===== src/rtl/sd_spi_responder.sv =====
// SPI-mode SD card responder: decodes init/read commands from the host and returns
// R1/R3/R7 responses and 512-byte data blocks fetched through a byte-request port.
module sd_spi_responder #(
  parameter int unsigned RESP_DELAY = 1,
  parameter int unsigned READ_DELAY = 4,
  parameter logic [31:0] OCR        = 32'hC0FF8000
) (
  input  logic        clk,
  input  logic        reset,
  input  logic        spi_ss,
  input  logic        spi_sck,
  input  logic        spi_mosi,
  output logic        spi_miso,
  output logic        byte_req,
  output logic [8:0]  byte_idx,
  output logic [31:0] blk_addr,
  input  logic [7:0]  byte_data,
  output logic        cmd_valid,
  output logic [5:0]  cmd_index,
  output logic [31:0] cmd_arg,
  output logic        idle_state
);

  localparam int unsigned CNT_W = 4;
  localparam int unsigned IDX_W = 9;

  typedef enum logic [2:0] {
    S_HUNT,
    S_CMD,
    S_GAP,
    S_TRAIL,
    S_WAIT,
    S_DATA,
    S_CRC
  } state_t;

  logic [1:0]       r_ss_sync;
  logic [1:0]       r_sck_sync;
  logic [1:0]       r_mosi_sync;
  logic             r_sck_d;
  logic             w_ss;
  logic             w_mosi;
  logic             w_sck_rise;
  logic             w_sck_fall;

  logic [2:0]       r_bit_cnt;
  logic [6:0]       r_rx_shift;
  logic             r_tx_pending;
  logic [7:0]       r_tx_shift;
  logic             r_miso;
  logic             w_rx_done;
  logic             w_load;
  logic [7:0]       w_rx_byte;

  state_t           r_state;
  state_t           w_state_nxt;
  logic [CNT_W-1:0] r_cnt;
  logic             w_cnt_clr;
  logic             w_cnt_inc;
  logic [7:0]       w_tx_byte;
  logic             w_hunt_hit;
  logic             w_arg_shift_en;
  logic             w_cmd_done;
  logic             w_fetch;
  logic             w_idx_clr;
  logic             w_idx_inc;

  logic [5:0]       r_cur_idx;
  logic [31:0]      r_arg_shift;
  logic [7:0]       r_r1;
  logic [7:0]       w_r1;
  logic             w_idle_nxt;
  logic [7:0]       w_trail_byte;
  logic             r_app_cmd;
  logic             r_idle;
  logic             r_cmd_valid;
  logic [5:0]       r_cmd_index;
  logic [31:0]      r_cmd_arg;
  logic [31:0]      r_blk_addr;

  logic             r_byte_req;
  logic             r_req_d;
  logic [IDX_W-1:0] r_byte_idx;
  logic [7:0]       r_prefetch;

  // Two-flop synchronisers for the asynchronous SPI pins.
  always_ff @(posedge clk or posedge reset) begin
    if (reset) begin
      r_ss_sync   <= 2'b11;
      r_sck_sync  <= 2'b00;
      r_mosi_sync <= 2'b11;
      r_sck_d     <= 1'b0;
    end else begin
      r_ss_sync   <= {r_ss_sync[0], spi_ss};
      r_sck_sync  <= {r_sck_sync[0], spi_sck};
      r_mosi_sync <= {r_mosi_sync[0], spi_mosi};
      r_sck_d     <= r_sck_sync[1];
    end
  end

  assign w_ss       = r_ss_sync[1];
  assign w_mosi     = r_mosi_sync[1];
  assign w_sck_rise = r_sck_sync[1] & ~r_sck_d;
  assign w_sck_fall = ~r_sck_sync[1] & r_sck_d;
  assign w_rx_byte  = {r_rx_shift, w_mosi};
  assign w_rx_done  = w_sck_rise & ~w_ss & (r_bit_cnt == 3'd7);
  assign w_load     = w_sck_fall & ~w_ss & r_tx_pending;

  // Bit-level shifter: rx on SCK rise, tx byte load on the fall after a byte's 8th rise.
  always_ff @(posedge clk or posedge reset) begin
    if (reset) begin
      r_bit_cnt    <= 3'd0;
      r_rx_shift   <= 7'd0;
      r_tx_pending <= 1'b0;
      r_tx_shift   <= 8'hFF;
      r_miso       <= 1'b1;
    end else begin
      r_miso <= w_ss ? 1'b1 : r_tx_shift[7];
      if (w_ss) begin
        r_bit_cnt    <= 3'd0;
        r_tx_pending <= 1'b0;
        r_tx_shift   <= 8'hFF;
      end else begin
        if (w_sck_rise) begin
          r_rx_shift <= w_rx_byte[6:0];
          r_bit_cnt  <= r_bit_cnt + 3'd1;
          if (r_bit_cnt == 3'd7) r_tx_pending <= 1'b1;
        end
        if (w_sck_fall) begin
          if (r_tx_pending) begin
            r_tx_shift   <= w_tx_byte;
            r_tx_pending <= 1'b0;
          end else begin
            r_tx_shift <= {r_tx_shift[6:0], 1'b1};
          end
        end
      end
    end
  end

  // R1 value and idle flag update for the command being completed.
  always_comb begin
    w_r1       = {5'b0, 1'b1, 1'b0, r_idle};
    w_idle_nxt = r_idle;
    case (r_cur_idx)
      6'd0: begin
        w_r1       = 8'h01;
        w_idle_nxt = 1'b1;
      end
      6'd8, 6'd16, 6'd17, 6'd55, 6'd58: w_r1 = {7'b0, r_idle};
      6'd41: begin
        if (r_app_cmd) begin
          w_r1       = 8'h00;
          w_idle_nxt = 1'b0;
        end
      end
      default: ;
    endcase
  end

  // Trailing bytes: R7 echo for CMD8, OCR for CMD58.
  always_comb begin
    w_trail_byte = 8'h00;
    if (r_cmd_index == 6'd58) begin
      case (r_cnt[1:0])
        2'd0:    w_trail_byte = OCR[31:24];
        2'd1:    w_trail_byte = OCR[23:16];
        2'd2:    w_trail_byte = OCR[15:8];
        default: w_trail_byte = OCR[7:0];
      endcase
    end else begin
      case (r_cnt[1:0])
        2'd0, 2'd1: w_trail_byte = 8'h00;
        2'd2:       w_trail_byte = 8'h01;
        default:    w_trail_byte = r_cmd_arg[7:0];
      endcase
    end
  end

  always_ff @(posedge clk or posedge reset) begin
    if (reset) r_state <= S_HUNT;
    else       r_state <= w_state_nxt;
  end

  // Receive side advances on rx bytes; transmit side advances on tx byte loads.
  always_comb begin
    w_state_nxt    = r_state;
    w_tx_byte      = 8'hFF;
    w_cnt_clr      = 1'b0;
    w_cnt_inc      = 1'b0;
    w_hunt_hit     = 1'b0;
    w_arg_shift_en = 1'b0;
    w_cmd_done     = 1'b0;
    w_fetch        = 1'b0;
    w_idx_clr      = 1'b0;
    w_idx_inc      = 1'b0;
    case (r_state)
      S_HUNT: begin
        if (w_rx_done && (w_rx_byte[7:6] == 2'b01)) begin
          w_hunt_hit  = 1'b1;
          w_cnt_clr   = 1'b1;
          w_state_nxt = S_CMD;
        end
      end
      S_CMD: begin
        if (w_rx_done) begin
          if (r_cnt == CNT_W'(4)) begin
            w_cmd_done  = 1'b1;
            w_cnt_clr   = 1'b1;
            w_state_nxt = S_GAP;
          end else begin
            w_arg_shift_en = 1'b1;
            w_cnt_inc      = 1'b1;
          end
        end
      end
      S_GAP: begin
        if (w_load) begin
          if (r_cnt == CNT_W'(RESP_DELAY)) begin
            w_tx_byte = r_r1;
            w_cnt_clr = 1'b1;
            if ((r_cmd_index == 6'd8) || (r_cmd_index == 6'd58)) w_state_nxt = S_TRAIL;
            else if (r_cmd_index == 6'd17)                       w_state_nxt = S_WAIT;
            else                                                 w_state_nxt = S_HUNT;
          end else begin
            w_cnt_inc = 1'b1;
          end
        end
      end
      S_TRAIL: begin
        if (w_load) begin
          w_tx_byte = w_trail_byte;
          w_cnt_inc = 1'b1;
          if (r_cnt == CNT_W'(3)) w_state_nxt = S_HUNT;
        end
      end
      S_WAIT: begin
        if (w_load) begin
          if (r_cnt == CNT_W'(READ_DELAY)) begin
            w_tx_byte   = 8'hFE;
            w_cnt_clr   = 1'b1;
            w_fetch     = 1'b1;
            w_idx_clr   = 1'b1;
            w_state_nxt = S_DATA;
          end else begin
            w_cnt_inc = 1'b1;
          end
        end
      end
      S_DATA: begin
        if (w_load) begin
          w_tx_byte = r_prefetch;
          w_idx_inc = 1'b1;
          if (r_byte_idx == IDX_W'(511)) begin
            w_cnt_clr   = 1'b1;
            w_state_nxt = S_CRC;
          end else begin
            w_fetch = 1'b1;
          end
        end
      end
      S_CRC: begin
        if (w_load) begin
          w_cnt_inc = 1'b1;
          if (r_cnt == CNT_W'(1)) w_state_nxt = S_HUNT;
        end
      end
      default: w_state_nxt = S_HUNT;
    endcase
    if (w_ss) w_state_nxt = S_HUNT;
  end

  always_ff @(posedge clk or posedge reset) begin
    if (reset)                  r_cnt <= '0;
    else if (w_ss || w_cnt_clr) r_cnt <= '0;
    else if (w_cnt_inc)         r_cnt <= r_cnt + CNT_W'(1);
  end

  // Command capture and card status.
  always_ff @(posedge clk or posedge reset) begin
    if (reset) begin
      r_cur_idx   <= 6'd0;
      r_arg_shift <= 32'd0;
      r_cmd_valid <= 1'b0;
      r_cmd_index <= 6'd0;
      r_cmd_arg   <= 32'd0;
      r_r1        <= 8'hFF;
      r_idle      <= 1'b1;
      r_app_cmd   <= 1'b0;
      r_blk_addr  <= 32'd0;
    end else begin
      r_cmd_valid <= w_cmd_done;
      if (w_hunt_hit)     r_cur_idx   <= w_rx_byte[5:0];
      if (w_arg_shift_en) r_arg_shift <= {r_arg_shift[23:0], w_rx_byte};
      if (w_cmd_done) begin
        r_cmd_index <= r_cur_idx;
        r_cmd_arg   <= r_arg_shift;
        r_r1        <= w_r1;
        r_idle      <= w_idle_nxt;
        r_app_cmd   <= (r_cur_idx == 6'd55);
        if (r_cur_idx == 6'd17) r_blk_addr <= r_arg_shift;
      end
    end
  end

  // Block byte fetch: request one byte ahead of the one being shifted out.
  always_ff @(posedge clk or posedge reset) begin
    if (reset) begin
      r_byte_req <= 1'b0;
      r_req_d    <= 1'b0;
      r_byte_idx <= '0;
      r_prefetch <= 8'h00;
    end else begin
      r_byte_req <= w_fetch;
      r_req_d    <= r_byte_req;
      if (w_idx_clr)      r_byte_idx <= '0;
      else if (w_idx_inc) r_byte_idx <= r_byte_idx + IDX_W'(1);
      if (r_req_d) r_prefetch <= byte_data;
    end
  end

  assign spi_miso   = r_miso;
  assign byte_req   = r_byte_req;
  assign byte_idx   = r_byte_idx;
  assign blk_addr   = r_blk_addr;
  assign cmd_valid  = r_cmd_valid;
  assign cmd_index  = r_cmd_index;
  assign cmd_arg    = r_cmd_arg;
  assign idle_state = r_idle;

endmodule

===== config.mk =====
export PLATFORM = sky130hd
export DESIGN_NAME = sd_spi_responder
export DESIGN_NICKNAME = d
export VERILOG_FILES = /design/src/rtl/sd_spi_responder.sv
export SDC_FILE = /design/constraint.sdc
export NUM_CORES = 1
export LEC_CHECK = 0
export CAP_MARGIN = 20
export CORE_ASPECT_RATIO = 2
export CORE_MARGIN = 5
export CORE_UTILIZATION = 48
export CTS_BUF_LIST = sky130_fd_sc_hd__clkbuf_2
export DETAILED_ROUTE_END_ITERATION = 10
export DONT_BUFFER_PORTS = 1
export PLACE_DENSITY = 0.69
export SLEW_MARGIN = 20
export SYNTH_ARGS = -nofsm -noshare
export SYNTH_HDL_FRONTEND = slang
export SYNTH_SLANG_ARGS = --single-unit

===== constraint.sdc =====
create_clock -name clk -period 13.3 [get_ports clk]
set_input_delay 2.66 -clock clk [delete_from_list [all_inputs] [get_ports clk]]
set_output_delay 2.66 -clock clk [all_outputs]
set_load 0.05 [all_outputs]

==> results by stage, run 1 <==
Run status:
- The flow ran to the end, and the final reports show no timing, DRC or antenna violations.

Timing:
- The number of slew-limit violations in the final report was 0.
- The maximum clock frequency is 241 MHz.
- The final-report hold violation count is 0.
- Setup repair after global routing left no endpoint under its margin.
- The worst hold slack is 356 ps.
- The count of endpoints failing setup in the final report is 0.
- For the pin with the worst max-slew slack, the measured transition is 1090 ps.
- In the final timing run, aggregate negative setup slack is 0 ps.
- The worst clock skew is 30.8 ps.
- The final worst-path cycle share is 31.2%.
- The slack of the critical path is 9150 ps.
- In this run the tightest slew margin relative to its limit is 27.1%.
- Subtracting the final worst setup slack from the clock period gives 4150 ps.

Clocking:
- The setup fix buffers added after clock tree synthesis is 0.
- The number of CTS-inserted buffers is 17.
- The clock passes through at most 2 buffers.
- TritonCTS built the clock tree.
- The count of clock tree sinks is 167.
- The post-CTS resize count is 0.
- The quantity of hold-fixing buffers added after cts is 0.
- After clock tree synthesis, the clock-pin slew on the worst setup and hold paths is 250 ps.
- The cell at the root of the clock tree is sky130_fd_sc_hd__clkbuf_2.
- The source-to-sink clock delay at the later pin of the worst-skew pair is 720 ps.
- The clock tree synthesis step divided the H-tree into 4 levels.

Logic synthesis:
- Counting every net in the synthesized netlist gives 659.
- The number of enable flip-flop cells after synthesis is 0.
- After synthesis, the most frequently instantiated cells are sky130_fd_sc_hd__nand2_1 (158), sky130_fd_sc_hd__dfrtp_1 (150), sky130_fd_sc_hd__mux2_2 (49).
- For this run, the leading register cell type out of synthesis is sky130_fd_sc_hd__dfrtp_1.
- The proportion of register bits with asynchronous set or reset after synthesis is 100%.
- In this run the biggest area consumer among cell types represents 51.6% of the synthesized area.
- Dividing the synthesized area by the synthesized cell count gives 11.4 sq um.
- By area the synthesized netlist is led by sky130_fd_sc_hd__dfrtp_1 (52%), sky130_fd_sc_hd__nand2_1 (8.1%), sky130_fd_sc_hd__mux2_2 (7.6%), sky130_fd_sc_hd__mux2_4 (6.2%), sky130_fd_sc_hd__dfstp_2 (6.1%).
- After synthesis the netlist holds a flip-flop and latch count of 167.
- The number of unique standard cell types used by synthesis is 63.
- The share of synthesized area occupied by flip-flops and latches is 57.7%.
- The summed instance area of the synthesized netlist is 0.00728 sq mm.
- The number of instances in the synthesized netlist is 637.
- The library cell occupying the most area in the post-synthesis netlist is sky130_fd_sc_hd__dfrtp_1.
- For this run, the number of Yosys warnings is 0.
- Among all cell types in the netlist, the one instantiated most often is sky130_fd_sc_hd__nand2_1.

Finish:
- Once layout is complete, the utilization of the core stands at 51.3%.
- After the last flow step, the layout net total stands at 652.
- Once layout is done, the placed cells without fillers occupy 0.00764 sq mm.
- The post-route non-filler standard cell count is 839.
- The layout overhead on the synthesized area is 4.99%.
- The fraction of final layout cells with drive strength greater than 1 is 22.2%.

Min path:
- The worst hold path belongs to the class reg -> reg.

Place:
- The minimum setup slack after placement is 9000 ps.
- After legalization and detailed placement, the total HPWL measured 11.2 mm.
- In this run the cell area measured after placement is 0.00739 sq mm.
- The instance count after placement with tap cells included is 806.
- The routability congestion estimate from global placement is 0.869.
- The number of port buffers is 0.

Floorplan:
- The floorplan has 63 rows.
- The count of boundary I/O pins is 96.
- The core region is 0.0149 sq mm.
- The floorplan die area is 0.0179 sq mm.
- The floorplan step set the die height to 184 um.
- The initial standard-cell utilization of the core is 48.9%.
- The width of the die is 97.1 um.

Pwr:
- The share of total power in combinational logic is 2.4%.
- The portion of total power attributed to sequential cells is 64.4%.
- The clock power share is 33.2%.
- The static leakage is 3.86 nW.
- The net load switching power is 215 uW.
- In this run switching power makes up 26.5% of total power.
- The power density normalized to cell area is 106 mW/mm^2.
- VDD sags by at most 0.0818 mV.
- The overall power is 813 uW.
- The design internal power is 598 uW.

Route:
- The first-pass detailed-route iteration total is 4.
- In this run the remaining antenna-violating nets after routing total 0.
- The routed via count is 4631.
- The average routed wire per standard cell is 18.9 um.
- The vias per cell is 5.52.
- The number of DRC violations after detailed routing is 0.
- After detailed routing, the total wire length is 15.9 mm.
- In this run, the number of DRC markers left after iteration 0 of detailed routing was 231.

Global route:
- The final global-route overflow total is 0.
- The first global-routing pass estimated 25.6 mm of wire.
- The via count of the first global-routing pass was 4785.
- The pin count of the biggest net entering global routing is 89.
- Global routing used 18.3% of the available tracks.
- The initial antenna violation count is 1.

Flow run:
- The count of maximum capacitance violations is 0.

Setup path:
- The type of element capturing the critical path is an output port.
- The critical path in this run is classified as reg -> out.
- The worst setup path is launched from a flop.
- The worst reg-to-reg setup slack is 10530 ps.
- The required time of the worst setup path is 10640 ps.
- The endpoint arrival time on the critical path is 1490 ps.
- The largest fanout of any net on the critical path is 6.
==> state kept, by name, summed over array words and instances, names as in the netlist, 2 cells and up <==
name         flops
blk_addr        32
r_tx_shift       8
r_cur_idx        6
r_arg_shift     32
r_bit_cnt        3
cmd_index        6
r_state          3
cmd_arg         32
r_prefetch       8
r_cnt            4
r_sck_sync       2
r_rx_shift       7
r_mosi_sync      2
byte_idx         9
r_r1             3
r_ss_sync        2
==> final cells by class <==
type                    instances  area [sq um]
repair buffers                  4          33.8
well taps                     195           244
flip-flops and latches        167          4200
clock buffers                  17          85.1
inverters                       9          38.8
diodes                          1          2.50
clock inverters                15           164
multi-input cells             431          2870
fillers                      1296          7260
==> cell usage in the layout, fill, tap and decap left out, types with 7 or more instances in the layout <==
master                     count
sky130_fd_sc_hd__nand2_1     158
sky130_fd_sc_hd__dfrtp_1     150
sky130_fd_sc_hd__mux2_2       49
sky130_fd_sc_hd__nor2_1       38
sky130_fd_sc_hd__mux2_4       30
sky130_fd_sc_hd__a21oi_1      28
sky130_fd_sc_hd__clkbuf_2     17
sky130_fd_sc_hd__dfstp_2      17
sky130_fd_sc_hd__o21ai_0      11
sky130_fd_sc_hd__nand2b_1      9
sky130_fd_sc_hd__ha_1          9
sky130_fd_sc_hd__nand3_1       8
sky130_fd_sc_hd__inv_1         7
sky130_fd_sc_hd__a31oi_1       7
sky130_fd_sc_hd__inv_6         7
==> worst paths after layout <==
kind                         startpoint            to  depth (start not counted)
max                        cmd_index[1]  cmd_index[1]                          0
min                        r_ss_sync[0]  r_ss_sync[1]                          0
max reg2reg                    r_cnt[0]   blk_addr[4]                          6
min in group asynchronous         reset   cmd_arg[22]                          1
max in group asynchronous         reset    cmd_arg[3]                          2
min reg2reg                r_ss_sync[0]  r_ss_sync[1]                          0
==> metal layers <==
| layer | vias up | track usage [%] | wire length, um |
|---|---|---|---|
| met3 | 30 | 5.38 | 969 |
| met5 | - | 0 | 0 |
| li1 | 2164 | - | - |
| met4 | 0 | 7.87 | 425 |
| met2 | 127 | 34.9 | 8980 |
| met1 | 2310 | 18.3 | 5480 |
==> cell families after synthesis <==
logic type | Yosys count | synth area share (%)
buffers and inverters | 39 | 2.91
and+or+nand+nor | 256 | 15.9
DFF | 167 | 57.7
AOI/OAI and AO/OA | 75 | 6.64
muxes | 85 | 14.6
xor gates and xnor gates | 6 | 0.722
adders and majority gates | 9 | 1.55
==> power by group through the flow <==
stage | Clock, mW | Sequential [mW] | Combinational (mW)
final | 0.270 | 0.524 | 0.0192
after global routing | 0.299 | 0.525 | 0.0236
after CTS | 0.279 | 0.524 | 0.0201
after detailed placement | 0 | 0.532 | 0.0200
after global placement | 0 | 0.532 | 0.0192
after floorplan | 0 | 0.528 | 0.0165
(Power assumes the default switching activity.)
==> inputs of run 2 (changes only) <==
==> constraint.sdc (replaced) <==
create_clock -name clk -period 3.9 [get_ports clk]
set_input_delay 0.78 -clock clk [delete_from_list [all_inputs] [get_ports clk]]
set_output_delay 0.78 -clock clk [all_outputs]
set_load 0.05 [all_outputs]
==> run 2 against run 1 <==
  * Via count increased by 0.43%
  * Final area up 0.21%
  * Non-clock buffer count rose by 4
  * Wire length rose by 2.3%
  * Sequential share of layout area down 0.12 points
  * Combinational power increased to 3.7 times the previous value
  * First-iteration DRC count grew 35%
  * Sequential cell count is the same
  * Die area unchanged
  * Sequential power rose to 3.4 times the previous value
  * Clock power increased to 3.1 times the previous value
  * Setup slack worse by 8000 ps
  * Critical endpoint is now blk_addr[3]
==> results by stage, run 2 (synthesis gave the netlist of run 1 again) <==
Clocking:
- The clock transition at the registers of the reported paths is 230 ps.
- The depth of the CTS H-tree is 4.
- Buffers inserted to repair hold after CTS numbered 2.
- The number of CTS-inserted buffers is 17.
- TritonCTS built the clock tree.
- For this design, the sink count on the clock tree is 167.
- Buffers added to address setup during post-CTS repair amount to 0.
- The clock reaches the later pin of the worst-skew pair after 700 ps.
- No sink is reached through more buffers than the 2 on the longest clock path.
- The cell sitting at the root of the clock tree is a sky130_fd_sc_hd__clkbuf_2.
- The number of gates resized after CTS was 0.

Pwr:
- The net load switching power is 685 uW.
- The static leakage is 3.86 nW.
- Combinational logic is responsible for 2.6% of the overall power.
- Sequential cells account for 66.3% of the total power.
- The internal portion of the total power is 2.01 mW.
- The switching share of total power is 25.4%.
- Across the VDD grid, the largest voltage drop is 0.254 mV.
- Of the total power, the clock network draws 31.1%.
- In this run the power density over the cells is 352 mW/mm^2.

Floorplan:
- The width of the die is 97.1 um.
- The count of boundary I/O pins is 96.
- The floorplan die height is 184 um.
- Once the floorplan was initialized, standard cells occupied 48.9% of the core.
- After floorplanning, the core was divided into 63 placement rows.
- The floorplan die area is 0.0179 sq mm.
- The core region is 0.0149 sq mm.

Timing:
- Setup violations remaining at the end of the flow were counted as 0.
- Of the available clock period, the critical path in the final layout requires 70.6%.
- The max-slew headroom at the worst pin is 29.6%.
- The maximum clock frequency is 363 MHz.
- Setup repair after global routing left no endpoint under its margin.
- The pin slew with the least headroom to its limit is 1050 ps.
- The total negative slack for setup checks is 0 ps.
- Between clock sinks in the finished design, the worst skew comes to 39.6 ps.
- The final-report hold violation count is 0.
- The worst path in the final design needs a cycle of 2750 ps, including I/O delays and setup.
- The number of slew-limit violations in the final report is 0.

Setup path:
- The signal on the critical path passes through inv_1 -> ha_1 -> and3b_1 -> nand3_2 -> or3_2 -> mux2_4.
- The required time of the worst setup path is 4510 ps.
- The largest single stage delay on the critical path is 940 ps.
- The type of element capturing the critical path is a flop.
- In this run the critical register-to-register path is launched from r_cnt[0].
- Along the worst path, the maximum fanout reaches 32.
- The worst reg2reg path depth is 6.
- The slowest stage of the critical path belongs to the cell sky130_fd_sc_hd__or3_2.
- The startpoint-to-endpoint class of the critical path is reg -> reg.
- The worst register-to-register path has a setup slack of 1150 ps.
- The type of origin of the critical path is a flop.
- The endpoint identified for the worst register-to-register timing path is blk_addr[3].
- The endpoint arrival time on the critical path is 3360 ps.

Run status:
- The run finished with clean final reports.

Place:
- The number of port buffers is 0.
- The post-DP HPWL is 11.7 mm.
- The congestion estimate from routability-driven global placement came to 0.853.
- The instance count after placement with tap cells included is 807.

Finish:
- The layout overhead on the synthesized area is 5.21%.
- The library cells used most frequently in the layout, excluding fill and tap cells, are sky130_fd_sc_hd__nand2_1 (158), sky130_fd_sc_hd__dfrtp_1 (150), sky130_fd_sc_hd__mux2_2 (49), sky130_fd_sc_hd__nor2_1 (38), sky130_fd_sc_hd__mux2_4 (30).
- The library cell used most frequently in the layout, excluding fill and tap cells, is sky130_fd_sc_hd__nand2_1.
- After the last flow step, the layout net total stands at 656.
- The fraction of final layout cells with drive strength greater than 1 is 22.0%.
- The number of filler cells placed in the layout is 1286.
- The post-route non-filler standard cell count is 842.

Route:
- In the final routed layout, each cell accounts on average for 19.3 um.
- The first detailed-routing pass ran for 4 iterations.
- The detail route stage leaves a number of antenna-violating nets equal to 0.
- The routed via count is 4651.
- Using the TritonRoute via totals, the vias-per-cell ratio works out to 5.52.
- After detailed routing, the total wire length is 16.2 mm.
- The number of DRC violations after detailed routing is 0.
- The DRC violation total after the first TritonRoute iteration is 313.

Min path:
- The min-delay analysis places its worst path in the category in -> reg.
- The worst hold path was traced through 0 stages.
- The startpoint of the lowest-slack hold path is spi_sck.
- The path with the worst hold slack has its endpoint at r_sck_sync[0].

Global route:
- Global routing consumed, over all layers together, 19.0% of the routing resources.
- The initial antenna violation count was 1.
- The global routing stage identified its most utilized layer as met2.
- The global routing usage on met3 is 5.11%.
- The routing usage on met1 is 20.2%.
- The wire length of the first global-routing pass is 26.8 mm.
- The via count of the first global-routing pass is 4870.
- Entering global routing, the biggest net connects 148 pins.
- In the global route stage, met2 resource usage came out at 35.2%.
- Summed over all layers, the global routing overflow is 0.

Flow run:
- The count of maximum capacitance violations is 0.
==> run 2: cell types whose count changed in the layout (fill, tap and decap cells not counted), sizes merged <==
cell | previous run | this run
buf | 4 | 5
clkinvlp | 0 | 3
dlygate4sd3 | 0 | 3
inv | 16 | 12
==> run 2: how the worst max path moves through the flow <==
stage,slack [ps],to,start
after floorplan,1010,blk_addr[0],reset
after global placement,1270,blk_addr[2],r_cnt[0]
after detailed placement,1160,blk_addr[4],r_cnt[0]
after CTS,1140,blk_addr[13],r_cnt[0]
after global routing,1010,blk_addr[25],r_cnt[0]
final,1150,blk_addr[3],r_cnt[0]
==> run 2: per-layer routing <==
metal | routed length [um] | vias to the layer above
met1 | 5690 | 2331
met5 | 0 | -
met4 | 448 | 0
met2 | 9160 | 135
met3 | 925 | 26
li1 | - | 2159
==> run 2: layout make-up <==
cell class                 count  area [sq um]  area share (%)
tap                          195           244            3.19
timing repair buffer           8          92.6            1.21
inverter                       9          37.5           0.490
clock buffer                  17          85.1            1.11
antenna                        1          2.50          0.0327
multi-input combinational    431          2870            37.5
clock inverter                14           123            1.60
sequential                   167          4200            54.9
==> run 2: stage by stage <==
stage | utilization, % | worst slack [ps] | total power, mW | hold WS, ps | instance area [sq um]
after floorplan | - | 1010 | 1.86 | 331 | 7280
after global placement | 49.8 | 1270 | 1.88 | 340 | 7420
after detailed placement | 49.8 | 1160 | 1.89 | 340 | 7420
after CTS | 51.3 | 1140 | 2.73 | 8.36 | 7640
after global routing | 51.4 | 1010 | 2.82 | 16.7 | 7660
final | 51.4 | 1150 | 2.70 | 109 | 7660
==> run 2: worst max-delay path, delay by kind of cell (launching register included) <==
kind                       cells  cell delay, ps
adders and majority gates      1             220
DFF                            1             480
buffers and inverters          1             140
muxes                          1             460
and+or+nand+nor                3            1360
==> run 2: power by group through the flow <==
stage                     registers [mW]  clock network [mW]  logic, mW
after floorplan                     1.80                   0     0.0566
after global placement              1.81                   0     0.0677
after CTS                           1.79               0.874     0.0726
after detailed placement            1.82                   0     0.0704
final                               1.79               0.838     0.0705
after global routing                1.79               0.948     0.0846
